<file path="src/rtl/store_controller.sv">
// Write-back sequencer for a finished output tile: one C row per memory beat,
// with the row address chained through the shared address generator.
module store_controller #(
    parameter int ADDR_W = 32,
    parameter int SIZE_W = 5
) (
    input  logic              clk,
    input  logic              rst,
    input  logic              start,
    input  logic [ADDR_W-1:0] tile_C_addr,
    input  logic [ADDR_W-1:0] tile_C_stride,
    input  logic [SIZE_W-1:0] msize,
    input  logic [SIZE_W-1:0] nsize,
    input  logic              can_store,
    input  logic [ADDR_W-1:0] current_addr,
    input  logic              row_valid,
    output logic              row_pop,
    output logic              gen_addr_store,
    output logic [ADDR_W-1:0] next_row_addr_store,
    output logic              interface_en_store,
    output logic [SIZE_W-1:0] interface_control_store,
    output logic              interface_rdwr_store,
    output logic              done_store,
    output logic              busy
);

    typedef enum logic [1:0] {
        IDLE  = 2'd0,
        ARMED = 2'd1,
        WRITE = 2'd2
    } state_t;

    state_t            cs_q, cs_d;
    logic [SIZE_W-1:0] rcnt_q, rcnt_d;
    logic [ADDR_W-1:0] c_addr_q, c_addr_d;
    logic [ADDR_W-1:0] c_stride_q, c_stride_d;
    logic [SIZE_W-1:0] m_q, m_d;
    logic [SIZE_W-1:0] n_q, n_d;

    logic beat_s;
    logic last_s;
    logic empty_s;

    assign beat_s  = can_store & row_valid;
    assign last_s  = (rcnt_q == (m_q - {{(SIZE_W-1){1'b0}}, 1'b1}));
    assign empty_s = (m_q == {SIZE_W{1'b0}}) | (n_q == {SIZE_W{1'b0}});

    // State and configuration registers
    always_ff @(posedge clk) begin
        if (rst) begin
            cs_q       <= IDLE;
            rcnt_q     <= {SIZE_W{1'b0}};
            c_addr_q   <= {ADDR_W{1'b0}};
            c_stride_q <= {ADDR_W{1'b0}};
            m_q        <= {SIZE_W{1'b0}};
            n_q        <= {SIZE_W{1'b0}};
        end else begin
            cs_q       <= cs_d;
            rcnt_q     <= rcnt_d;
            c_addr_q   <= c_addr_d;
            c_stride_q <= c_stride_d;
            m_q        <= m_d;
            n_q        <= n_d;
        end
    end

    // Next-state and latch update; config is only captured from IDLE
    always_comb begin
        cs_d       = cs_q;
        rcnt_d     = rcnt_q;
        c_addr_d   = c_addr_q;
        c_stride_d = c_stride_q;
        m_d        = m_q;
        n_d        = n_q;
        case (cs_q)
            IDLE: begin
                if (start) begin
                    cs_d       = ARMED;
                    rcnt_d     = {SIZE_W{1'b0}};
                    c_addr_d   = tile_C_addr;
                    c_stride_d = tile_C_stride;
                    m_d        = msize;
                    n_d        = nsize;
                end else begin
                    cs_d = IDLE;
                end
            end
            ARMED: begin
                if (can_store) begin
                    cs_d = empty_s ? IDLE : WRITE;
                end else begin
                    cs_d = ARMED;
                end
            end
            WRITE: begin
                if (beat_s && last_s) begin
                    cs_d = IDLE;
                end else if (beat_s) begin
                    rcnt_d = rcnt_q + {{(SIZE_W-1){1'b0}}, 1'b1};
                end else begin
                    cs_d = WRITE;
                end
            end
            default: begin
                cs_d = IDLE;
            end
        endcase
    end

    // Mealy outputs; inactive data fields are forced to zero
    always_comb begin
        row_pop                 = 1'b0;
        gen_addr_store          = 1'b0;
        next_row_addr_store     = {ADDR_W{1'b0}};
        interface_en_store      = 1'b0;
        interface_control_store = {SIZE_W{1'b0}};
        interface_rdwr_store    = 1'b0;
        done_store              = 1'b0;
        busy                    = 1'b0;
        case (cs_q)
            IDLE: begin
                busy = 1'b0;
            end
            ARMED: begin
                busy = 1'b1;
                if (can_store && empty_s) begin
                    done_store = 1'b1;
                end else if (can_store) begin
                    gen_addr_store      = 1'b1;
                    next_row_addr_store = c_addr_q;
                end else begin
                    done_store = 1'b0;
                end
            end
            WRITE: begin
                busy = 1'b1;
                if (beat_s) begin
                    interface_en_store      = 1'b1;
                    interface_rdwr_store    = 1'b1;
                    interface_control_store = n_q;
                    row_pop                 = 1'b1;
                    if (last_s) begin
                        done_store = 1'b1;
                    end else begin
                        gen_addr_store      = 1'b1;
                        next_row_addr_store = current_addr + c_stride_q;
                    end
                end else begin
                    row_pop = 1'b0;
                end
            end
            default: begin
                busy = 1'b0;
            end
        endcase
    end

endmodule
</file>
<file path="config.mk">
export PLATFORM = sky130hd
export DESIGN_NAME = store_controller
export DESIGN_NICKNAME = d
export VERILOG_FILES = /design/src/rtl/store_controller.sv
export SDC_FILE = /design/constraint.sdc
export NUM_CORES = 1
export LEC_CHECK = 0
export ABC_AREA = 1
export BUFFER_PORTS_ARGS = -buffer_cell sky130_fd_sc_hd__buf_4
export CAP_MARGIN = 40
export CORE_MARGIN = 4
export CORE_UTILIZATION = 55
export DETAILED_ROUTE_END_ITERATION = 8
export GPL_TIMING_DRIVEN = 0
export HOLD_SLACK_MARGIN = 0.08
export PLACE_DENSITY = 0.84
export SLEW_MARGIN = 5
export SYNTH_ARGS = -nofsm -noshare
export SYNTH_HDL_FRONTEND = slang
export SYNTH_SLANG_ARGS = --single-unit
</file>
<file path="constraint.sdc">
create_clock -name clk -period 4.47 [get_ports clk]
set_input_delay 0.447 -clock clk [delete_from_list [all_inputs] [get_ports clk]]
set_output_delay 0.447 -clock clk [all_outputs]
set_load 0.02 [all_outputs]
</file>
# == Yosys cells after proc, flatten, opt, wreduce, memory -nomap -nowiden ==
# Cells that the tools add are included.
# classes
addsub,3
eq_ne,7
muxes,29
n_bitwise,2
reduce_logical,9
# ops
cell,count
$mux W32,4
$pmux W32 S2,1
$add A32 B32 Y32,1
$mux W5,5
$mux W1,11
$logic_not A5 Y1,2
$pmux W5 S2,1
$mux W2,4
$ne A2 B2 Y1 const B,3
$pmux W2 S3,1
$add A5 B1 Y5 const B,1
$eq A5 B5 Y1,1
$sub A5 B1 Y5 const B,1
$pmux W1 S2,2
$reduce_and A4 Y1,1
$ne A3 B3 Y1 const B,1
$eq A2 B1 Y1 const B,1
$eq A2 B2 Y1 const B,1
$logic_and A1 B1 Y1,2
$logic_not A2 Y1,1
$reduce_and A2 Y1,1
$reduce_bool A2 Y1,1
$reduce_or A2 Y1,1
$and A1 B1 Y1,1
$or A1 B1 Y1,1
# totals
ff_bits,81
input_bits,111
output_inout_bits,43
wordCells,56

# == Logic depth before layout (Yosys ltp) ==
# depth
word_depth,5
ltp_mapped,13
ltp_nobuf,13

# == Least setup slack after synthesis ==
# OpenSTA, ideal clock, no wires.
# synth_timing
kind,input to output
start,in current_addr[0]
end,out next_row_addr_store[28]
arrival_time_ns,2.050
required_time_ns,4.023
path_slack_ns,1.973
path_stages,12
n_path_buf,0
path_cell_list,ha_1 > inv_1 > fa_1 > inv_1 > nand3_1 > nand3_1 > nand2_1 > nand3_1 > nand2_1 > nand3_1 > nand3_1 > a21oi_1
# synth_between
elab_chain_cells,4
# synth_lines
element,line_no,rtl
from (decl),15,"input logic [ADDR_W-1:0] current_addr,"
$add A32 B32 Y32,146,next_row_addr_store = current_addr + c_stride_q;
$mux W32,142,if (last_s) begin
$mux W32,137,if (beat_s) begin
$pmux W32 S2,120,case (cs_q)
to (decl),19,"output logic [ADDR_W-1:0] next_row_addr_store,"
# Every way passes these cells.

# == Worst setup path after layout ==
# layout_timing
start,reg c_stride_q[0]
end,out next_row_addr_store[16]
# layout_between
elab_chain_cells,4
# layout_lines
element,line_no,rtl
from (decl),36,"logic [ADDR_W-1:0] c_stride_q, c_stride_d;"
from (signal assigned),54,c_stride_q <= {ADDR_W{1'b0}};
from (signal assigned),61,c_stride_q <= c_stride_d;
$add A32 B32 Y32,146,
$mux W32,142,
$mux W32,137,
$pmux W32 S2,120,
# Every way passes these cells.

==> run_results.csv <==
group,metric,value,unit
status,status,"finished, final reports clean",
synth,yosysSeqAreaShare,26.3,%
grt,grt_pass1_wl,30.9,mm
setup_path,crit_arrival,2.74,ns
setup_path,endpoint_kind,"output port",
timing,clock.fmax,0.314,GHz
clock_tree,cts.path.max_buffers,2,
synth,synth_top_family_by_area,"simple AND/OR/NAND/NOR gates",
floorplanning,fp.dieArea,12900,um^2
clock_tree,cts_tree,"yes",
floorplanning,core,10900,um^2
run,drv_cap,0,
power,p_switching,820,uW
floorplanning,die_x,114,um
clock_tree,cts_inserted_buffers,9,
setup_path,worstPathMaxFanout,4,
clock_tree,htreeDepth,3,
timing,setup_tns,0,ns
synth,synth_edf_count,0,
clock_tree,cts.clk_slew.worst_paths,0.11,ns
layout,syn_to_final_growth,24.7,%
clock_tree,cts_resized,0,
clock_tree,clock-sinks,81,
hold_path,min_path_cells,3,
synth,post_synth_inst_count,1064,
setup_path,path_class,"register to output port",
synth,synth.distinct_cells,33,
synth,synth_xor_area_share,2.70,%
detailed_routing,drc_errors,0,
power,p_comb_share,33.0,%
floorplanning,initial_utilization,56.5,%
timing,clock_skew,0.0132,ns
hold_path,hold_path.class,"input port to register",
clock_tree,insertion_delay,0.39,ns
timing,worstMarginPinSlew,0.754,ns
placed_design,dp_hpwl,15.4,mm
grt,grt_pass1_vias,6564,
synth,ys_seq_elements,81,
floorplanning,die_h,114,um
grt,grt-ovfl-total,0,
setup_path,rr_worst_depth,8,
detailed_routing,drt_iter0_markers,443,
timing,hold_viol_final,0,
synth,syn_avg_cell_area,5.78,um^2
timing,min_period,3.19,ns
power,pwr-share-clk,27.6,%
hold_path,whs_endpoint,"c_addr_q[19]$_SDFFE_PP0P_",
floorplanning,num_rows,38,
timing,post-route-period-util,71.3,%
timing,slew_viol_final,0,
synth,yosysWarnings,0,
grt,track_usage,29.7,%
grt,antenna_found_initial,0,
synth,synthFlopType,"dfxtp_1",
synth,netlist_area,6150,um^2
timing,setup_slack,1.28,ns
synth,synth.area.mux_share,0,%
setup_path,worst_setup_path_start_kind,"register",
detailed_routing,wl,19.2,mm
clock_tree,ctsHoldBuffers,0,
power,p_leak,0.00397,uW
placed_design,dp_slack,1.53,ns
setup_path,reg2reg_to,"m_q[2]$_SDFFE_PP0P_",
placed_design,port_buffers,152,
setup_path,r2r_slack,2.16,ns
power,peakVddDrop,0.000277,V
synth,synth_fp_nets,1214,
power,seqPwrFrac,39.3,%
detailed_routing,ant_nets,0,
detailed_routing,route.vias.total,7104,
timing,slew_headroom,49.8,%
synth,synth_top_cell_area_share,27.4,%
detailed_routing,dr.pass1.iters,5,
setup_path,crit_required,4.02,ns
synth,synth_simple_gate_area_share,39.1,%
clock_tree,post_cts_buffers,0,
floorplanning,design.portCount,154,
synth,async_reset_ff_share,0,%
synth,yosys.area.top_type,"nand2_1",
synth,ys_top_cells_by_count,"nand2_1 (449), inv_1 (147), a21oi_1 (123), dfxtp_1 (81), nor2_1 (66)",
layout,antenna_cells,0,
power,p_int,1260,uW
synth,synth_area_leaders,"nand2_1 (27%), dfxtp_1 (26%), a21oi_1 (10%)",
synth,synth-compound-area-share,11.8,%
setup_path,r2r-start,"cs_q[0]$_SDFFE_PP0P_",
timing,worst_hold_slack,0.296,ns
clock_tree,cts_root_buffer,"clkbuf_8",
synth,synth_adder_area_share,8.05,%
power,swShare,39.4,%
hold_path,min-delay-start,"tile_C_addr[19]",
power,power_density,271,nW/um^2
timing,rsz0062_at_grt,"false",
placed_design,gp_congestion,0.940,
detailed_routing,wl_per_cell,14.0,um
timing,setup-violations-final,0,
layout,drive_gt1_share,15.7,%
synth,synth.most_common_cell,"nand2_1",
detailed_routing,via_per_inst,5.18,
grt,grt_max_degree,19,
layout,final_nets,1377,
## final cells by class
| class | instances | area, um^2 |
|---|---|---|
| inverter | 151 | 567 |
| tap | 140 | 175 |
| multi-input combinational | 795 | 3790 |
| buffer | 37 | 173 |
| timing repair buffer | 152 | 1140 |
| clock buffer | 9 | 124 |
| clock inverter | 7 | 78.8 |
| fill | 1064 | 3210 |
| sequential | 81 | 1620 |
## through the flow
step	cell area [um^2]	std cells	utilization [%]	total power, uW
after global routing	7670	1372	70.5	2200
after detailed placement	7470	1356	68.6	1510
after CTS	7670	1372	70.5	2070
after floorplan	6150	1064	-	1280
final	7670	1372	70.5	2080
after global placement	7470	1356	68.6	1500
## layout by cell type, fill, tap and decap left out, drive strengths merged
cell type and count:
nand2 452, buf 164, inv 155, a21oi 125, dfxtp 81, nor2 70
nand3 50, ha 38, clkbuf 34, xor2 13, nand4 8, o21ai 7
nor3 7, xnor2 6, a211oi 5, and2 4, clkinv 3, or2 3
nand3b 2, a21o 2, o21bai 1, nor3b 1, fa 1
## metal layers
metal	GRT usage [%]	vias up	wire length, um
met5	0	-	0
met4	8.87	0	449
met3	7.00	42	1770
met2	49.3	290	8800
met1	38.5	3160	8170
li1	-	3612	-
## worst max path at each step
stage / slack, ns / endpoint / depth (start not counted) / start
2_1_floorplan: 1.97 / next_row_addr_store[28] / 12 / current_addr[0]
6_report: 1.28 / next_row_addr_store[16] / 13 / c_stride_q[0]$_SDFFE_PP0P_
3_3_place_gp: 1.54 / next_row_addr_store[16] / 14 / current_addr[0]
5_1_grt: 1.09 / next_row_addr_store[16] / 10 / cs_q[0]$_SDFFE_PP0P_
4_1_cts: 1.29 / next_row_addr_store[16] / 13 / c_stride_q[0]$_SDFFE_PP0P_
3_5_place_dp: 1.53 / next_row_addr_store[16] / 14 / current_addr[0]
## logic make-up after synthesis
group / after synthesis
compound gates: 140
xor+xnor: 19
simple gates: 597
fa+ha+maj: 39
buf+inv: 188
flops: 81
## power by group through the flow
stage	clock, uW	sequential, uW	combinational (uW)
2_1_floorplan	0	822	455
3_3_place_gp	0	831	665
3_5_place_dp	0	833	674
4_1_cts	577	817	681
5_1_grt	608	825	771
6_report	575	818	687
## worst max-delay path, cell delays in order (launching register included)
cell,delay [ns]
dfxtp_1,0.35
ha_1,0.22
inv_1,0.07
fa_1,0.40
inv_1,0.10
nand3_1,0.07
nand3_1,0.19
nand2_1,0.08
nand3_1,0.12
nand2_1,0.09
nand3b_1,0.09
nand3_1,0.15
a21oi_1,0.24
buf_4,0.19
## flip-flops by register name (all words and copies together) (netlist names)
signal and flops:
c_addr_q 32, n_q 5, c_stride_q 32, rcnt_q 5
cs_q 2, m_q 5
No activity file was read; power rests on OpenSTA's default activity.
